$ cat src/rtl/rank_filter_3x3.sv
// rank_filter_3x3: four-stage pipelined 3x3 rank filter over streamed pixel columns.
// Define RANK_MODE_EN to add the min/max modes selected by 'mode'; otherwise the filter is median only.
module rank_filter_3x3 #(
  parameter int DATA_W = 8,
  parameter int IMG_W  = 640,
  parameter int CNT_W  = 10
) (
  input  logic              clk,
  input  logic              rst,
  input  logic              valid_in,
  input  logic              sol,
  input  logic [DATA_W-1:0] din0,
  input  logic [DATA_W-1:0] din1,
  input  logic [DATA_W-1:0] din2,
  input  logic [1:0]        mode,
  output logic              valid_out,
  output logic [DATA_W-1:0] dout
);

  typedef logic [DATA_W-1:0] pix_t;

  function automatic pix_t min2(input pix_t a, input pix_t b);
    return (a < b) ? a : b;
  endfunction

  function automatic pix_t max2(input pix_t a, input pix_t b);
    return (a > b) ? a : b;
  endfunction

  function automatic pix_t min3(input pix_t a, input pix_t b, input pix_t c);
    return min2(min2(a, b), c);
  endfunction

  function automatic pix_t max3(input pix_t a, input pix_t b, input pix_t c);
    return max2(max2(a, b), c);
  endfunction

  function automatic pix_t med3(input pix_t a, input pix_t b, input pix_t c);
    return max2(min2(a, b), min2(max2(a, b), c));
  endfunction

  logic [CNT_W-1:0] col_cnt;
  logic [CNT_W-1:0] col_idx;

  logic             s1_valid;
  logic [CNT_W-1:0] s1_idx;
  pix_t             s1_lo, s1_md, s1_hi;

  logic             w_valid;
  logic [2:0][DATA_W-1:0] w_lo, w_md, w_hi;

  logic             s3_valid;
  pix_t             s3_lo, s3_md, s3_hi;

`ifdef RANK_MODE_EN
  logic [1:0]       s1_mode, w_mode, s3_mode;
  pix_t             s3_gmin, s3_gmax;
`else
  logic [1:0]       unused_mode;
  assign unused_mode = mode;
`endif

  // col_cnt holds the index the next accepted column will take unless sol restarts the row
  assign col_idx = sol ? '0 : col_cnt;

  always_ff @(posedge clk or posedge rst) begin
    if (rst) begin
      col_cnt <= '0;
    end else if (valid_in) begin
      col_cnt <= (col_idx == CNT_W'(IMG_W - 1)) ? '0 : col_idx + 1'b1;
    end
  end

  always_ff @(posedge clk or posedge rst) begin
    if (rst) begin
      s1_valid <= 1'b0;
      s1_idx   <= '0;
      s1_lo    <= '0;
      s1_md    <= '0;
      s1_hi    <= '0;
`ifdef RANK_MODE_EN
      s1_mode  <= '0;
`endif
    end else begin
      s1_valid <= valid_in;
      if (valid_in) begin
        s1_idx  <= col_idx;
        s1_lo   <= min3(din0, din1, din2);
        s1_md   <= med3(din0, din1, din2);
        s1_hi   <= max3(din0, din1, din2);
`ifdef RANK_MODE_EN
        s1_mode <= mode;
`endif
      end
    end
  end

  // The window only moves on real columns, so gaps in valid_in leave it intact
  always_ff @(posedge clk or posedge rst) begin
    if (rst) begin
      w_valid <= 1'b0;
      w_lo    <= '0;
      w_md    <= '0;
      w_hi    <= '0;
`ifdef RANK_MODE_EN
      w_mode  <= '0;
`endif
    end else begin
      w_valid <= s1_valid && (s1_idx >= CNT_W'(2));
      if (s1_valid) begin
        w_lo   <= {w_lo[1:0], s1_lo};
        w_md   <= {w_md[1:0], s1_md};
        w_hi   <= {w_hi[1:0], s1_hi};
`ifdef RANK_MODE_EN
        w_mode <= s1_mode;
`endif
      end
    end
  end

  always_ff @(posedge clk or posedge rst) begin
    if (rst) begin
      s3_valid <= 1'b0;
      s3_lo    <= '0;
      s3_md    <= '0;
      s3_hi    <= '0;
`ifdef RANK_MODE_EN
      s3_gmin  <= '0;
      s3_gmax  <= '0;
      s3_mode  <= '0;
`endif
    end else begin
      s3_valid <= w_valid;
      s3_lo    <= max3(w_lo[0], w_lo[1], w_lo[2]);
      s3_md    <= med3(w_md[0], w_md[1], w_md[2]);
      s3_hi    <= min3(w_hi[0], w_hi[1], w_hi[2]);
`ifdef RANK_MODE_EN
      s3_gmin  <= min3(w_lo[0], w_lo[1], w_lo[2]);
      s3_gmax  <= max3(w_hi[0], w_hi[1], w_hi[2]);
      s3_mode  <= w_mode;
`endif
    end
  end

  // dout only updates on a valid result and otherwise holds the last one
  always_ff @(posedge clk or posedge rst) begin
    if (rst) begin
      valid_out <= 1'b0;
      dout      <= '0;
    end else begin
      valid_out <= s3_valid;
      if (s3_valid) begin
`ifdef RANK_MODE_EN
        case (s3_mode)
          2'b01:   dout <= s3_gmin;
          2'b10:   dout <= s3_gmax;
          default: dout <= med3(s3_lo, s3_md, s3_hi);
        endcase
`else
        dout <= med3(s3_lo, s3_md, s3_hi);
`endif
      end
    end
  end

endmodule

$ cat config.mk
export PLATFORM = sky130hd
export DESIGN_NAME = rank_filter_3x3
export DESIGN_NICKNAME = d
export VERILOG_FILES = /design/src/rtl/rank_filter_3x3.sv
export SDC_FILE = /design/constraint.sdc
export NUM_CORES = 1
export LEC_CHECK = 0
export ABC_AREA = 1
export CORE_MARGIN = 3
export CORE_UTILIZATION = 56
export DETAILED_ROUTE_END_ITERATION = 8
export GPL_ROUTABILITY_DRIVEN = 0
export PLACE_DENSITY = 0.77
export SYNTH_ARGS = -nofsm -noshare
export SYNTH_HDL_FRONTEND = slang
export SYNTH_SLANG_ARGS = --single-unit
$ cat constraint.sdc
create_clock -name clk -period 5.6 [get_ports clk]
set_clock_uncertainty 0.2 [all_clocks]
set_input_delay 1.68 -clock clk [delete_from_list [all_inputs] [get_ports clk]]
set_output_delay 1.68 -clock clk [all_outputs]
set_load 0.02 [all_outputs]
After elaboration in Yosys (flattened, before gate mapping):

Cells that the tools add are included.

* add/subtract/negate cells: 1
* $lt $le $gt $ge: 19
* equal/unequal tests: 1
* mux-type cells: 20
* reductions and logical operators: 1

Operators with widths (number)
* $mux W8: 18
* $gt A8 B8 Y1: 9
* $lt A8 B8 Y1: 9
* $mux W10: 2
* $add A10 B1 Y10 const B: 1
* $eq A10 B10 Y1 const B: 1
* $ge A10 B2 Y1 const B: 1
* $logic_and A1 B1 Y1: 1

* register bits: 152

Depth between registers and ports, before layout:

* depth after elaboration: 6
* depth in mapped cells: 34
* mapped depth without buffers: 32

Worst setup path before layout:

OpenSTA, ideal clock, no wires.

* path kind: input-to-reg
* start point: input port din1[7]
* end point: register s1_md[1]
* arrival: 5.390 ns
* required time: 5.276 ns
* slack: -0.114 ns
* stages on the path: 26
* buffers on the path: 3
* cell sequence: inv_1 ha_1 nand2_1 nor2_2 nand3_2 o21ai_4 buf_6 nand2_1 o21ai_2 ha_1 a21oi_1 nor2_1 a211oi_1 nand2_1 buf_4 nand2_1 o21ai_2 ha_1 nand2_1 o21ai_0 nand2_1 a32oi_1 inv_1 clkbuf_1 o211ai_1 nand2_1

* cells in the longest elaborated chain, start to end: 6

Ends and longest elaborated chain
* start: declaration: line 13 `input logic [DATA_W-1:0] din1,`
* $gt A8 B8 Y1: line 27 `return (a > b) ? a : b;`
* $mux W8: line 27
* $lt A8 B8 Y1: line 23 `return (a < b) ? a : b;`
* $mux W8: line 23
* $gt A8 B8 Y1: line 27
* $mux W8 (*): line 27
* end signal: assignment: line 89 `s1_md <= med3(din0, din1, din2);`
* end: declaration: line 47 `pix_t s1_lo, s1_md, s1_hi;`

Every way passes the cells marked *; elsewhere a longest branch is shown, timed or not.
A chain may end at the register's enable or synchronous reset.

Worst setup path in the final report:

* start point: input port din1[1]
* end point: register s1_md[0]

Same word-level chain as after synthesis.

==> results.md <==
* Post-Layout Cell Count at 1,601
* Site Rows at 47
* Capturing element type of the critical path: register
* Number of diodes added for antenna fixing at 0
* Worst Slack Setup Final at 0.159 ns
* Gate count of the mapped netlist at 1,285
* Data required, critical path at 5.76 ns
* Number of enable-type register cells in the synthesized netlist at 0
* Critical path class: input port to register
* Residual DRC at 0
* Master cell of the clock root buffer: sky130_fd_sc_hd__clkbuf_16
* Fin. max-slew vios at 0
* Full die area at 19,100 sq um
* # clock sinks at 151
* Setup total negative slack at 0 ns
* Critical Path Start Type: input port
* Basic-gate share of the synthesized area counting and, or, nand and nor cells at 0.238
* Cell at the slowest stage of the critical path: sky130_fd_sc_hd__ha_4
* Fillers at 1,322
* Placed cells at 1,557
* FF-to-FF setup slack at 0.69 ns
* Main area contributors after synthesis: sky130_fd_sc_hd__dfrtp_1 39%, sky130_fd_sc_hd__nand2_1 15%, sky130_fd_sc_hd__ha_1 14%
* Pre-CTS setup slack at -0.664 ns
* Total of warnings raised by yosys at 0
* Area growth syn-to-layout at 19.7%
* Routed wire length at 21,700 microns
* Global-route wire length before repair at 36,400 microns
* Post-CTS Hold Buffers at 0
* Inserted Clock Buffers at 17
* Mux cell area share after synthesis at 0
* Quantity of I/O buffers inserted on ports at 36
* Number of distinct standard cells referenced by the synthesized netlist at 43
* Maximum number of buffers from clock root to sink at 2
* Post-Synth Adder-Cell Area at 0.138
* Dominant combinational cell family by area after synthesis: simple AND/OR/NAND/NOR gates
* Synth Area per Inst at 7.62 sq um
* Number of buffers and inverters on the critical path at 6
* Yosys top cell by area: sky130_fd_sc_hd__dfrtp_1
* CP max stage delay at 0.28 ns
* Pin count of the biggest net entering global routing at 152
* Final hold viol count at 0
* Maximum fanout count along the critical path at 6
* Minimum period implied by the final worst setup slack at 5.44 ns
* Number of detailed-route iterations in the first pass at 5
* Kind of path behind the tightest hold check: register to register
* Vias in the first global route at 8,115
* Run status: completed
* Antenna violations before repair at 0
* Height of the chip at 138 microns
* Xor/xnor cell area share of the yosys netlist at 0.00268
* Boundary pin count at 39
* Antenna viol nets, final at 0
* Deepest level of the CTS H-tree at 4
* Half-perimeter wire length after placement at 15,200 microns
* Share of flip-flops with an asynchronous set or reset after synthesis at 1.00
* Critical path's top delay family: compound AO/OA/AOI/OAI gates
* Lkg Pwr at 0.00586 uW
* Total number of vias at 8,553
* RSZ-0062 raised after global routing: yes
* Most used standard cells in the synthesized netlist: 387 x sky130_fd_sc_hd__nand2_1, 161 x sky130_fd_sc_hd__inv_1, 152 x sky130_fd_sc_hd__o21ai_0
* Sequential fraction of the synthesis area at 0.386
* Total overflow reported by the global router at 0
* Post-DP Area at 10,700 sq um
* Net count after synthesis at 1,423
* Fraction of the mapped netlist area in compound gates at 0.155
* Relative slew slack at 0.342
* Yosys top cell area share at 0.386
* Iter 0 DRT Violations at 522
* Main flop type after synthesis: sky130_fd_sc_hd__dfrtp_1
* Combined area of all synthesized cells at 9790 sq um
* Clock tree from TritonCTS: built
* Detailed-route wire length per cell at 13.6 microns
* All-layer global routing usage at 0.225
* Maximum frequency from static timing analysis at 184 MHz
* Post-route cell area at 11,700 sq um
* Area of the core at 16,800 sq um
* Data arrival, critical path at 5.60 ns
* Final setup violation count at 0
* Share of the cycle needed by the critical path after routing at 0.972
* Horizontal extent of the die at 138 microns
* Nets at 1,506
* Most repeated cell in the gate-level netlist after synthesis: sky130_fd_sc_hd__nand2_1
* Clock network latency to the later pin of the worst-skew pair at 0.43 ns
* Layout cells sized above 1 at 0.145
* Register clock-pin slew on the reported worst setup and hold paths at 0.06 ns
* Max-cap check violation count at 0
* P per Cell Area at 601 nW/um^2
* IR drop worst, VDD at 0.000578 V
* Flops & latches, synth at 151
* Initial Utilization at 0.582
* Routed via count divided by cell count at 5.34
* Transition time of the tightest slew-check pin at 0.987 ns
-- worst register-to-register path, stage by stage (launching register included) --
cell and delay (ns):
sky130_fd_sc_hd__dfrtp_1 0.42, sky130_fd_sc_hd__ha_1 0.32, sky130_fd_sc_hd__nand2_1 0.07, sky130_fd_sc_hd__nor2_1 0.16, sky130_fd_sc_hd__nand2_1 0.09, sky130_fd_sc_hd__nand2_2 0.24, sky130_fd_sc_hd__nand2_4 0.17, sky130_fd_sc_hd__o21ai_0 0.44
sky130_fd_sc_hd__ha_1 0.34, sky130_fd_sc_hd__a21oi_1 0.14, sky130_fd_sc_hd__nor2_1 0.06, sky130_fd_sc_hd__a211oi_2 0.14, sky130_fd_sc_hd__buf_4 0.20, sky130_fd_sc_hd__nand3_1 0.10, sky130_fd_sc_hd__and2_1 0.18, sky130_fd_sc_hd__ha_1 0.31
sky130_fd_sc_hd__nand4_1 0.14, sky130_fd_sc_hd__o31ai_2 0.52, sky130_fd_sc_hd__buf_4 0.26, sky130_fd_sc_hd__inv_1 0.06, sky130_fd_sc_hd__a21oi_1 0.13, sky130_fd_sc_hd__nand2_1 0.10, sky130_fd_sc_hd__nand2_1 0.07
-- metal layers --
metal  share of wire  vias up  GRT usage
met4           0.034        0     0.0978
met2            0.49      198      0.382
li1                -     4377          -
met5               0        -          0
met1            0.44     3923      0.288
met3           0.036       55     0.0335
-- stage by stage --
stage          utilization  power, uW  hold slack, ns
6_report             0.697       7050           0.228
5_1_grt              0.697       7790           0.220
4_1_cts              0.681       6950           0.225
3_5_place_dp         0.637       5670           0.211
3_3_place_gp         0.637       5510           0.208
2_1_floorplan            -       4670           0.131
-- cells by family (layout without fill, tap and decap cells) --
logic type | count (synthesis) | in the layout
buffers and inverters | 205 | 300
adders and majority gates | 108 | 108
DFF | 151 | 151
and+or+nand+nor | 550 | 550
xor gates and xnor gates | 3 | 3
AOI/OAI and AO/OA | 268 | 269
-- cell type report --
cell class | count | area (sq um) | share of cell area
clock buffer | 19 | 453 | 0.0387
multi-input combinational | 930 | 5530 | 0.472
sequential | 151 | 3780 | 0.323
timing repair inverter | 1 | 7.51 | 0.000641
clock inverter | 13 | 158 | 0.0135
tap | 220 | 275 | 0.0235
timing repair buffer | 101 | 890 | 0.0759
inverter | 166 | 627 | 0.0535
-- worst paths after layout --
kind / to / cells past startpoint / startpoint
setup / recovery: s1_md[0] / 28 / din1[1]
hold / removal: valid_out / 0 / s3_valid
setup reg to reg: dout[0] / 22 / s3_lo[7]
hold reg to reg: valid_out / 0 / s3_valid
max in group asynchronous: s1_valid / 3 / rst
min in group asynchronous: s1_hi[7] / 3 / rst
-- sequential cells by signal (all words and copies together) (netlist names) --
| name | count |
|---|---|
| dout | 8 |
| s3_valid | 1 |
| w_md | 24 |
| col_cnt | 10 |
| w_lo | 24 |
| s1_md | 8 |
| s3_md | 8 |
| valid_out | 1 |
| s1_valid | 1 |
| w_hi | 24 |
| s1_idx | 9 |
| s1_hi | 8 |
| w_valid | 1 |
| s3_hi | 8 |
| s1_lo | 8 |
| s3_lo | 8 |
-- layout by cell type, fill, tap and decap left out, types with 4 or more instances in the layout --
| cell | n |
|---|---|
| sky130_fd_sc_hd__nand2_4 | 7 |
| sky130_fd_sc_hd__clkbuf_16 | 17 |
| sky130_fd_sc_hd__o21a_1 | 4 |
| sky130_fd_sc_hd__a21oi_1 | 52 |
| sky130_fd_sc_hd__clkbuf_2 | 6 |
| sky130_fd_sc_hd__clkdlybuf4s50_1 | 20 |
| sky130_fd_sc_hd__o21ai_2 | 18 |
| sky130_fd_sc_hd__buf_4 | 59 |
| sky130_fd_sc_hd__ha_4 | 11 |
| sky130_fd_sc_hd__nor2_1 | 46 |
| sky130_fd_sc_hd__o211ai_1 | 8 |
| sky130_fd_sc_hd__nand3b_1 | 8 |
| sky130_fd_sc_hd__a211oi_2 | 5 |
| sky130_fd_sc_hd__nand2_2 | 20 |
| sky130_fd_sc_hd__a21oi_2 | 5 |
| sky130_fd_sc_hd__o21ai_0 | 151 |
| sky130_fd_sc_hd__dfrtp_1 | 150 |
| sky130_fd_sc_hd__nand4_1 | 7 |
| sky130_fd_sc_hd__and2_1 | 10 |
| sky130_fd_sc_hd__nand3_1 | 64 |
| sky130_fd_sc_hd__inv_6 | 8 |
| sky130_fd_sc_hd__o21ai_1 | 7 |
| sky130_fd_sc_hd__ha_1 | 95 |
| sky130_fd_sc_hd__dlymetal6s2s_1 | 7 |
| sky130_fd_sc_hd__o21ai_4 | 4 |
| sky130_fd_sc_hd__inv_2 | 11 |
| sky130_fd_sc_hd__inv_1 | 153 |
| sky130_fd_sc_hd__nand2_1 | 376 |
-- what timing repair did --
action / 4_1_cts / 5_1_grt
gates cloned: 3 / 0
pin swaps: 8 / 29
gates resized for setup: 26 / 62
setup buffers: 4 / 5
setup endpoints to repair: 8 / 9
-- where the power goes --
part / switching (uW) / leakage [uW] / internal, uW
logic: 2650 / 0.00364 / 1640
registers: 189 / 0.00192 / 1380
clock network: 481 / 0.000299 / 695
(Power assumes the default switching activity.)
